### config.mk
export PLATFORM = sky130hd
export DESIGN_NAME = multicycle_ctrl_fsm_flat
export DESIGN_NICKNAME = d
export VERILOG_FILES = /design/src/rtl/multicycle_ctrl_fsm_if.sv /design/src/rtl/multicycle_ctrl_fsm.sv /design/src/flat_wrapper.sv
export SDC_FILE = /design/constraint.sdc
export NUM_CORES = 1
export LEC_CHECK = 0
export CORE_AREA = 2 2 42 73
export DETAILED_ROUTE_END_ITERATION = 12
export DIE_AREA = 0 0 44 75
export PLACE_DENSITY = 0.77
export SYNTH_ARGS = -nofsm -noshare
export SYNTH_HDL_FRONTEND = slang
export SYNTH_SLANG_ARGS = --single-unit
### constraint.sdc
create_clock -name clk -period 2.5 [get_ports clk]
set_input_delay 0.625 -clock clk [delete_from_list [all_inputs] [get_ports clk]]
set_output_delay 0.625 -clock clk [all_outputs]
set_load 0.1 [all_outputs]
### src/rtl/multicycle_ctrl_fsm_if.sv
// ---------------------------------------------------------------------------
// multicycle_ctrl_fsm_if
// Bundles the controller's instruction/status inputs and its datapath
// control outputs.
//   master : the controller side (drives the control outputs)
//   slave  : the datapath/memory side (drives op, funct3, zero, mem_ready)
// Signals
//   op[6:0], funct3[2:0]  instruction fields from the IR
//   zero                  ALU zero flag
//   mem_ready             memory completes the access this cycle
//   mem_req, adr_src, mem_write, ir_write, pc_write, reg_write
//   result_src[1:0], alu_src_a[1:0], alu_src_b[1:0], alu_op[1:0]
//   imm_src[2:0]          immediate format select
//   trap                  sticky fault indication
// ---------------------------------------------------------------------------
interface multicycle_ctrl_fsm_if;
  logic [6:0] op;
  logic [2:0] funct3;
  logic       zero;
  logic       mem_ready;

  logic       mem_req;
  logic       adr_src;
  logic       mem_write;
  logic       ir_write;
  logic       pc_write;
  logic       reg_write;
  logic [1:0] result_src;
  logic [1:0] alu_src_a;
  logic [1:0] alu_src_b;
  logic [1:0] alu_op;
  logic [2:0] imm_src;
  logic       trap;

  modport master (
    input  op, funct3, zero, mem_ready,
    output mem_req, adr_src, mem_write, ir_write, pc_write, reg_write,
           result_src, alu_src_a, alu_src_b, alu_op, imm_src, trap
  );

  modport slave (
    output op, funct3, zero, mem_ready,
    input  mem_req, adr_src, mem_write, ir_write, pc_write, reg_write,
           result_src, alu_src_a, alu_src_b, alu_op, imm_src, trap
  );
endinterface

### src/rtl/multicycle_ctrl_fsm.sv
// ---------------------------------------------------------------------------
// multicycle_ctrl_fsm
// Main controller of a multicycle RV32I core. Steps the shared ALU/memory
// datapath through fetch-decode-execute, waits on a memory ready handshake
// with a bounded wait-state count, and enters a sticky trap on an illegal
// opcode or a memory access that never completes.
// Ports
//   clk    : core clock, rising edge
//   rst_n  : asynchronous active-low reset
//   bus    : multicycle_ctrl_fsm_if.master (IR fields, flags, control outputs)
// Parameters
//   MEM_TIMEOUT : wait cycles tolerated per memory access before trap (1..255)
//   TO_W        : wait counter width, 2**TO_W must exceed MEM_TIMEOUT
// Configuration macro
//   RV_UTYPE_EN : adds LUI/AUIPC states; when undefined those opcodes trap.
// ---------------------------------------------------------------------------
module multicycle_ctrl_fsm #(
  parameter int unsigned MEM_TIMEOUT = 15,
  parameter int unsigned TO_W        = 8
) (
  input logic                  clk,
  input logic                  rst_n,
  multicycle_ctrl_fsm_if.master bus
);

  localparam logic [6:0] OP_LOAD   = 7'b0000011;
  localparam logic [6:0] OP_STORE  = 7'b0100011;
  localparam logic [6:0] OP_RTYPE  = 7'b0110011;
  localparam logic [6:0] OP_ITYPE  = 7'b0010011;
  localparam logic [6:0] OP_BRANCH = 7'b1100011;
  localparam logic [6:0] OP_JAL    = 7'b1101111;
`ifdef RV_UTYPE_EN
  localparam logic [6:0] OP_LUI    = 7'b0110111;
  localparam logic [6:0] OP_AUIPC  = 7'b0010111;
`endif
  localparam logic [TO_W-1:0] TIMEOUT_CNT = TO_W'(MEM_TIMEOUT);

  typedef enum logic [3:0] {
    S_RESET, S_FETCH, S_DECODE, S_MEMADR, S_MEMREAD, S_MEMWB, S_MEMWRITE,
    S_EXECR, S_EXECI, S_ALUWB, S_BRANCH, S_JAL, S_TRAP, S_LUI, S_AUIPC
  } state_e;

  state_e          state_q, state_d;
  logic [TO_W-1:0] wait_cnt_q, wait_cnt_d;

  logic       mem_req, adr_src, mem_write, ir_write, pc_write, reg_write, trap;
  logic [1:0] result_src, alu_src_a, alu_src_b, alu_op;
  logic [2:0] imm_gen;
  logic       timeout;
  logic       unused_funct3;

  // Only funct3[0] matters: it distinguishes bne from beq.
  assign unused_funct3 = ^bus.funct3[2:1];
  assign timeout       = (wait_cnt_q == TIMEOUT_CNT);

  always_ff @(posedge clk or negedge rst_n) begin
    if (!rst_n) begin
      state_q    <= S_RESET;
      wait_cnt_q <= '0;
    end else begin
      state_q    <= state_d;
      wait_cnt_q <= wait_cnt_d;
    end
  end

  // Counter restarts on every state change, so each memory state begins its
  // access at zero; it only advances while a request is stalled.
  always_comb begin
    wait_cnt_d = wait_cnt_q;
    if (state_d != state_q) begin
      wait_cnt_d = '0;
    end else if (mem_req && !bus.mem_ready) begin
      wait_cnt_d = wait_cnt_q + 1'b1;
    end
  end

  always_comb begin
    state_d    = state_q;
    mem_req    = 1'b0;
    adr_src    = 1'b0;
    mem_write  = 1'b0;
    ir_write   = 1'b0;
    pc_write   = 1'b0;
    reg_write  = 1'b0;
    trap       = 1'b0;
    result_src = 2'b00;
    alu_src_a  = 2'b00;
    alu_src_b  = 2'b00;
    alu_op     = 2'b00;
    case (state_q)
      S_RESET: state_d = S_FETCH;
      S_FETCH: begin
        mem_req    = 1'b1;
        alu_src_b  = 2'b10;
        result_src = 2'b10;
        // Ready takes priority over the timeout in the final wait cycle.
        if (bus.mem_ready) begin
          ir_write = 1'b1;
          pc_write = 1'b1;
          state_d  = S_DECODE;
        end else if (timeout) begin
          state_d  = S_TRAP;
        end
      end
      S_DECODE: begin
        alu_src_a = 2'b01;
        alu_src_b = 2'b01;
        case (bus.op)
          OP_LOAD, OP_STORE: state_d = S_MEMADR;
          OP_RTYPE:          state_d = S_EXECR;
          OP_ITYPE:          state_d = S_EXECI;
          OP_BRANCH:         state_d = S_BRANCH;
          OP_JAL:            state_d = S_JAL;
`ifdef RV_UTYPE_EN
          OP_LUI:            state_d = S_LUI;
          OP_AUIPC:          state_d = S_AUIPC;
`endif
          default:           state_d = S_TRAP;
        endcase
      end
      S_MEMADR: begin
        alu_src_a = 2'b10;
        alu_src_b = 2'b01;
        state_d   = (bus.op == OP_LOAD) ? S_MEMREAD : S_MEMWRITE;
      end
      S_MEMREAD: begin
        mem_req = 1'b1;
        adr_src = 1'b1;
        if (bus.mem_ready)  state_d = S_MEMWB;
        else if (timeout)   state_d = S_TRAP;
      end
      S_MEMWB: begin
        result_src = 2'b01;
        reg_write  = 1'b1;
        state_d    = S_FETCH;
      end
      S_MEMWRITE: begin
        mem_req = 1'b1;
        adr_src = 1'b1;
        if (bus.mem_ready) begin
          mem_write = 1'b1;
          state_d   = S_FETCH;
        end else if (timeout) begin
          state_d   = S_TRAP;
        end
      end
      S_EXECR: begin
        alu_src_a = 2'b10;
        alu_op    = 2'b10;
        state_d   = S_ALUWB;
      end
      S_EXECI: begin
        alu_src_a = 2'b10;
        alu_src_b = 2'b01;
        alu_op    = 2'b10;
        state_d   = S_ALUWB;
      end
      S_ALUWB: begin
        reg_write = 1'b1;
        state_d   = S_FETCH;
      end
      S_BRANCH: begin
        alu_src_a = 2'b10;
        alu_op    = 2'b01;
        pc_write  = bus.zero ^ bus.funct3[0];
        state_d   = S_FETCH;
      end
      S_JAL: begin
        alu_src_a = 2'b01;
        alu_src_b = 2'b10;
        pc_write  = 1'b1;
        state_d   = S_ALUWB;
      end
`ifdef RV_UTYPE_EN
      S_LUI: begin
        alu_src_a = 2'b11;
        alu_src_b = 2'b01;
        state_d   = S_ALUWB;
      end
      S_AUIPC: begin
        alu_src_a = 2'b01;
        alu_src_b = 2'b01;
        state_d   = S_ALUWB;
      end
`endif
      S_TRAP:  trap    = 1'b1;
      default: state_d = S_TRAP;
    endcase
  end

  // Immediate format follows the IR opcode directly, independent of state.
  always_comb begin
    imm_gen = 3'b000;
    case (bus.op)
      OP_STORE:  imm_gen = 3'b001;
      OP_BRANCH: imm_gen = 3'b010;
      OP_JAL:    imm_gen = 3'b100;
`ifdef RV_UTYPE_EN
      OP_LUI, OP_AUIPC: imm_gen = 3'b011;
`endif
      default:   imm_gen = 3'b000;
    endcase
  end

  assign bus.mem_req    = mem_req;
  assign bus.adr_src    = adr_src;
  assign bus.mem_write  = mem_write;
  assign bus.ir_write   = ir_write;
  assign bus.pc_write   = pc_write;
  assign bus.reg_write  = reg_write;
  assign bus.result_src = result_src;
  assign bus.alu_src_a  = alu_src_a;
  assign bus.alu_src_b  = alu_src_b;
  assign bus.alu_op     = alu_op;
  assign bus.trap       = trap;
  // A trapped core drives nothing but the trap flag.
  assign bus.imm_src    = (state_q == S_TRAP) ? 3'b000 : imm_gen;

endmodule
### src/flat_wrapper.sv
// flat-port wrapper written by rule: the top's interface ports become plain ports
module multicycle_ctrl_fsm_flat 
#(
  parameter int unsigned MEM_TIMEOUT = 15,
  parameter int unsigned TO_W        = 8
)
  (clk, rst_n, bus_op, bus_funct3, bus_zero, bus_mem_ready, bus_mem_req, bus_adr_src, bus_mem_write, bus_ir_write, bus_pc_write, bus_reg_write, bus_result_src, bus_alu_src_a, bus_alu_src_b, bus_alu_op, bus_imm_src, bus_trap);
  multicycle_ctrl_fsm_if bus_i ();
  input logic clk;
  input logic rst_n;
  input wire logic [$bits(bus_i.op)-1:0] bus_op;
  input wire logic [$bits(bus_i.funct3)-1:0] bus_funct3;
  input wire logic [$bits(bus_i.zero)-1:0] bus_zero;
  input wire logic [$bits(bus_i.mem_ready)-1:0] bus_mem_ready;
  output wire logic [$bits(bus_i.mem_req)-1:0] bus_mem_req;
  output wire logic [$bits(bus_i.adr_src)-1:0] bus_adr_src;
  output wire logic [$bits(bus_i.mem_write)-1:0] bus_mem_write;
  output wire logic [$bits(bus_i.ir_write)-1:0] bus_ir_write;
  output wire logic [$bits(bus_i.pc_write)-1:0] bus_pc_write;
  output wire logic [$bits(bus_i.reg_write)-1:0] bus_reg_write;
  output wire logic [$bits(bus_i.result_src)-1:0] bus_result_src;
  output wire logic [$bits(bus_i.alu_src_a)-1:0] bus_alu_src_a;
  output wire logic [$bits(bus_i.alu_src_b)-1:0] bus_alu_src_b;
  output wire logic [$bits(bus_i.alu_op)-1:0] bus_alu_op;
  output wire logic [$bits(bus_i.imm_src)-1:0] bus_imm_src;
  output wire logic [$bits(bus_i.trap)-1:0] bus_trap;
  assign bus_i.op = bus_op;
  assign bus_i.funct3 = bus_funct3;
  assign bus_i.zero = bus_zero;
  assign bus_i.mem_ready = bus_mem_ready;
  assign bus_mem_req = bus_i.mem_req;
  assign bus_adr_src = bus_i.adr_src;
  assign bus_mem_write = bus_i.mem_write;
  assign bus_ir_write = bus_i.ir_write;
  assign bus_pc_write = bus_i.pc_write;
  assign bus_reg_write = bus_i.reg_write;
  assign bus_result_src = bus_i.result_src;
  assign bus_alu_src_a = bus_i.alu_src_a;
  assign bus_alu_src_b = bus_i.alu_src_b;
  assign bus_alu_op = bus_i.alu_op;
  assign bus_imm_src = bus_i.imm_src;
  assign bus_trap = bus_i.trap;
  multicycle_ctrl_fsm #(.MEM_TIMEOUT(MEM_TIMEOUT), .TO_W(TO_W)) u_core (.clk(clk), .rst_n(rst_n), .bus(bus_i));
endmodule
[After elaboration in Yosys (flattened, before gate mapping)]
Index checks and enable logic that the tools add are counted.
Cells by class
  equal/unequal tests: 20
  div/mod/pow operators: 0
  shift operators: 0
  mux-type cells: 23
  add/subtract/negate cells: 1
  multiply operators: 0
  $lt $le $gt $ge: 0
  reduce and logical (&&, ||, !) cells: 15
  bitwise gates (word level): 1
Operator list (number)
  $pmux W4 S8: 1
  $eq A4 B4 Y1 const B: 5
  $pmux W4 S5: 1
  $eq A4 B3 Y1 const B: 4
  $mux W4: 4
  $mux W8: 2
  $pmux W2 S2: 4
  $eq A7 B6 Y1 const B: 2
  $eq A7 B7 Y1 const B: 2
  $reduce_or A2 Y1: 6
  $pmux W3 S3: 1
  $reduce_or A3 Y1: 3
  $add A8 B1 Y8 const B: 1
  $eq A4 B2 Y1 const B: 2
  $eq A8 B4 Y1 const B: 1
  $reduce_or A4 Y1: 2
  $eq A7 B2 Y1 const B: 1
  $eq A7 B5 Y1 const B: 1
  $mux W1: 7
  $eq A4 B1 Y1 const B: 1
  $logic_not A4 Y1: 1
  $ne A4 B4 Y1: 1
  $mux W3: 1
  $pmux W1 S3: 1
  5 further kinds: 5
Word-level totals
  word-level logic and storage cells: 62
  bits in latches: 0
  ROM bits: 0
  memories kept: 0
  bits of input ports: 14
  register bits: 12
  output and inout port bits: 18
  memory bits (writable): 0

[Longest topological paths before layout]
Gate-level depths: netlist of run 1.
  word-level depth: 6
  gate-level depth with buffers: 8
  gate-level depth less buffers: 7

[Least setup slack after synthesis of run 1]
OpenSTA, ideal clock, no wires.
  path type: reg2out
  from: reg u_core.state_q[2]
  to: out bus_imm_src[0]
  data required time: 1.875 ns
  stages on the path, launching flop included: 7
  path buffers: 2
  arrival time: 3.769 ns
  path slack: -1.894 ns
  path through: dfrtp_1 -> buf_6 -> clkbuf_1 -> nand2_1 -> nor2_1 -> or3b_2 -> nor3_1
Between the ends
  cells in the longest elaborated chain, start to end: 2
RTL lines
  start, declared: RTL line multicycle_ctrl_fsm.sv:43  | state_e state_q, state_d;
  start signal, assigned: RTL line multicycle_ctrl_fsm.sv:61  | state_q <= state_d;
  $eq A4 B4 Y1: RTL line multicycle_ctrl_fsm.sv:217  | assign bus.imm_src = (state_q == S_TRAP) ? 3'b000 : imm_gen;
  $mux W3: RTL line multicycle_ctrl_fsm.sv:217
  end, declared: RTL line flat_wrapper.sv:25  | output wire logic [$bits(bus_i.imm_src)-1:0] bus_imm_src;
Every way passes these cells.

[Final worst setup path of run 1]
  from: reg u_core.state_q[2]
  to: out bus_imm_src[2]
The elaborated chain is that of the path after synthesis.

==> results of run 1 <==
## cell type report
type                            count  area, µm²  share of cell area (%)
Tap cell                           27       33.8                    1.63
Timing Repair Buffer               50        637                    30.7
Inverter                            5       18.8                   0.904
Sequential cell                    12        303                    14.6
Clock buffer                        4       55.1                    2.65
Multi-Input combinational cell    118       1030                    49.6
## timing repair
action | 4_1_cts | 5_1_grt
resized for setup | 7 | 8
buffers inserted | 1 | 0
pin swaps | 5 | 3
hold endpoints to repair | 0 | 0
setup endpoints to repair | 4 | 14
## report_power, final
part | switching (µW) | internal [µW]
Sequential | 85.4 | 233
Clock | 72.4 | 139
Combinational | 1320 | 718
Total | 1480 | 1090
## cell usage in the layout (no fill, tap or decap), types with 2 or more instances in the layout
cell type        Yosys  layout
a2111oi_4            2       2
o211ai_1             3       3
buf_4                1      20
nor3_2               7       7
dlygate4sd2_1        0       4
and3_1               3       3
a21o_1               3       3
nor3_1               5       2
xor2_1               8       8
o31ai_1              3       3
nand2b_1             7       7
nor2_2               0       4
a21oi_2              0       2
nor2b_1              4       4
a22oi_1              2       2
clkbuf_8             0       4
o22ai_1              3       2
dfrtp_2              0       2
nor3_4               0       3
nor2_1              13       8
o21ai_0              5       4
nand4_1              6       6
buf_12               0      18
clkdlybuf4s50_1      0       3
inv_1                5       4
nand2_1              7       6
dfrtp_1             12      10
dlymetal6s2s_1       0       4
nand3_1              3       3
a21oi_1              5       2
nor3b_4              0       2
## tightest hold or removal path, cell delays in order (launching register included)
cell and delay (ps):
dfrtp_1 370, xor2_1 90, nor3_2 100
## logic make-up after synthesis
| kind of cell | share of synthesized area, % |
|---|---|
| simple gates | 39.0 |
| compound gates | 22.9 |
| buf+inv | 5.94 |
| flops | 23.4 |
| xor+xnor | 6.13 |
| mux | 1.66 |
| fa+ha+maj | 0.974 |
## per-layer routing
metal	global-route usage (%)	routed length [µm]	up-vias	share of wire, %
met3	0.959	97	15	2.7
met2	45.4	2090	43	58
met4	13.5	151	0	4.2
li1	-	-	630	-
met1	25.2	1270	628	35
met5	0	0	-	0
## sequential cells by signal, summed over array words and instances, names as in the netlist
name and cells:
u_core.wait_cnt_q 8, u_core.state_q 4
## path summary, 6_finish.rpt
| path | endpoint | slack, ps | depth (start not counted) |
|---|---|---|---|
| max | bus_imm_src[2] | 40 | 5 |
| min | u_core.wait_cnt_q[6]$_DFFE_PN0P_ | 610 | 2 |
| max reg2reg | u_core.wait_cnt_q[1]$_DFFE_PN0P_ | 310 | 6 |
| min reg2reg | u_core.wait_cnt_q[6]$_DFFE_PN0P_ | 610 | 2 |
| max in group asynchronous | u_core.state_q[0]$_DFF_PN0_ | 1390 | 1 |
| min in group asynchronous | u_core.wait_cnt_q[4]$_DFFE_PN0P_ | 730 | 1 |
## per-stage QoR
step,utilization (%),cell area [µm²],std cells,hold slack (ps)
after floorplan,-,1410,146,329
after global placement,73.9,1990,211,560
after detailed placement,73.9,1990,211,588
after CTS,76.4,2060,216,604
after global routing,77.2,2080,216,658
final,77.2,2080,216,606
==> results.md, run 1 <==
* Worst IR Drop VDD at 0.00100 V
* Initial antenna violation count at 0
* Hold Vio Cnt, Final at 0
* Post-synth cell types at 52
* FILL cells at 178
* Largest area contributor in the synthesized netlist: dfrtp_1
* Row cnt at 25
* Sink Count at 12
* Clock Latency Late Sink at 240 ps
* Mapped Cells at 146
* CTS tree: yes
* Clock-pin slew on the worst setup and hold paths at 50 ps
* FF-to-FF Start: u_core.state_q[3]$_DFF_PN0_
* Crit path launch: u_core.state_q[2]$_DFF_PN0_
* GRT Total Usage at 23.9%
* Total congestion overflow at 0
* Die area at 3300 µm²
* Die width at 44 µm
* Port bufs at 29
* Core area at 2690 µm²
* Synth top cells by count: nor2_1 (13), dfrtp_1 (12), xor2_1 (8)
* Via density at 6.09
* Hold Buf Count CTS at 0
* Syn avg cell area at 8.80 µm²
* Required @ worst endpoint at 1880 ps
* Drt first pass iters at 4
* Share of the synthesized area in the top cell type at 23.4%
* Synthesized area at 1280 µm²
* Die Y-Extent at 75 µm
* CP cell instances: nand2_4 > nor2_4 > or3b_4 > nor3_4 > buf_12
* Area contributors post-synth: dfrtp_1 (23%), nor3_2 (5.5%), xor2_1 (5.5%)
* Clock Skew at 0.414 ps
* Setup WS post-layout at 38.8 ps
* Final worst-path cycle share at 98.4%
* Final Max Slew Viols at 0
* EDFF count, synth at 0
* Share of layout cells above drive strength 1 at 43.4%
* Hold wc startpoint: u_core.wait_cnt_q[6]$_DFFE_PN0P_
* Largest net degree at the start of global routing at 14
* DR WL/cell at 16.7 µm
* Maximum root-to-sink buffer count at 2
* Maximum fanout along the worst path at 10
* Dpl ws at -179 ps
* Worst-Margin Slew at 529 ps
* Crit path kind: reg2out
* Post-route ant nets at 0
* Max Clk Rate at 406 MHz
* CP max stage cell: dfrtp_1
* CP startpoint kind: flop
* CP bufs+invs at 1
* Slowest stage delay, CP at 520 ps
* Register area share after synthesis at 23.4%
* Total CTS buffers at 3
* Delay-heaviest family, CP: simple AND/OR/NAND/NOR gates
* Area grow syn2layout at 61.6%
* Post-Syn Nets at 161
* Io pins at 32
* Minimum clock period at 2460 ps
* Lkg Pwr at 0.000890 µW
* Htree depth at 1
* DPL Wire Length at 2.92 mm
* Worst slew margin at 64.6%
* Most used DFF post-synth: dfrtp_1
* Initial core utilization at 47.8%
* DRT Wirelength at 3.61 mm
* Setup TNS at 0 ps
* ANT cells at 0
* DRC violations left at 0
* Vias in the first global route at 1,314
* DR vias at 1,316
* Synthesis-stage register bit count at 12
* Power, Total at 2570 µW
* Endpoints failing setup at 0
* RePlAce Congestion at 0.897
* First-pass GRT wire length at 5.89 mm
* Initial DRC Count at 66
* Post-synth ARST share at 100%
* Worst hold path type: reg2reg
* # nets final at 205
* Synth warn at 0
* Max-Cap Viols at 0
* CTS Root Cell: clkbuf_8
* Crit path DAT at 1840 ps
* Critical path endpoint category: output port
* Most common cell in the synthesized netlist: nor2_1
* Status: finished clean
* Power per Cell Area at 1240 nW/µm²
No activity file was read; power rests on OpenSTA's default activity.
==> run 2: changes to the inputs <==
CAP_MARGIN = 30   (was unset)
==> results of run 2 <==
Final layout, timing and power as in run 1 (identical DEF).
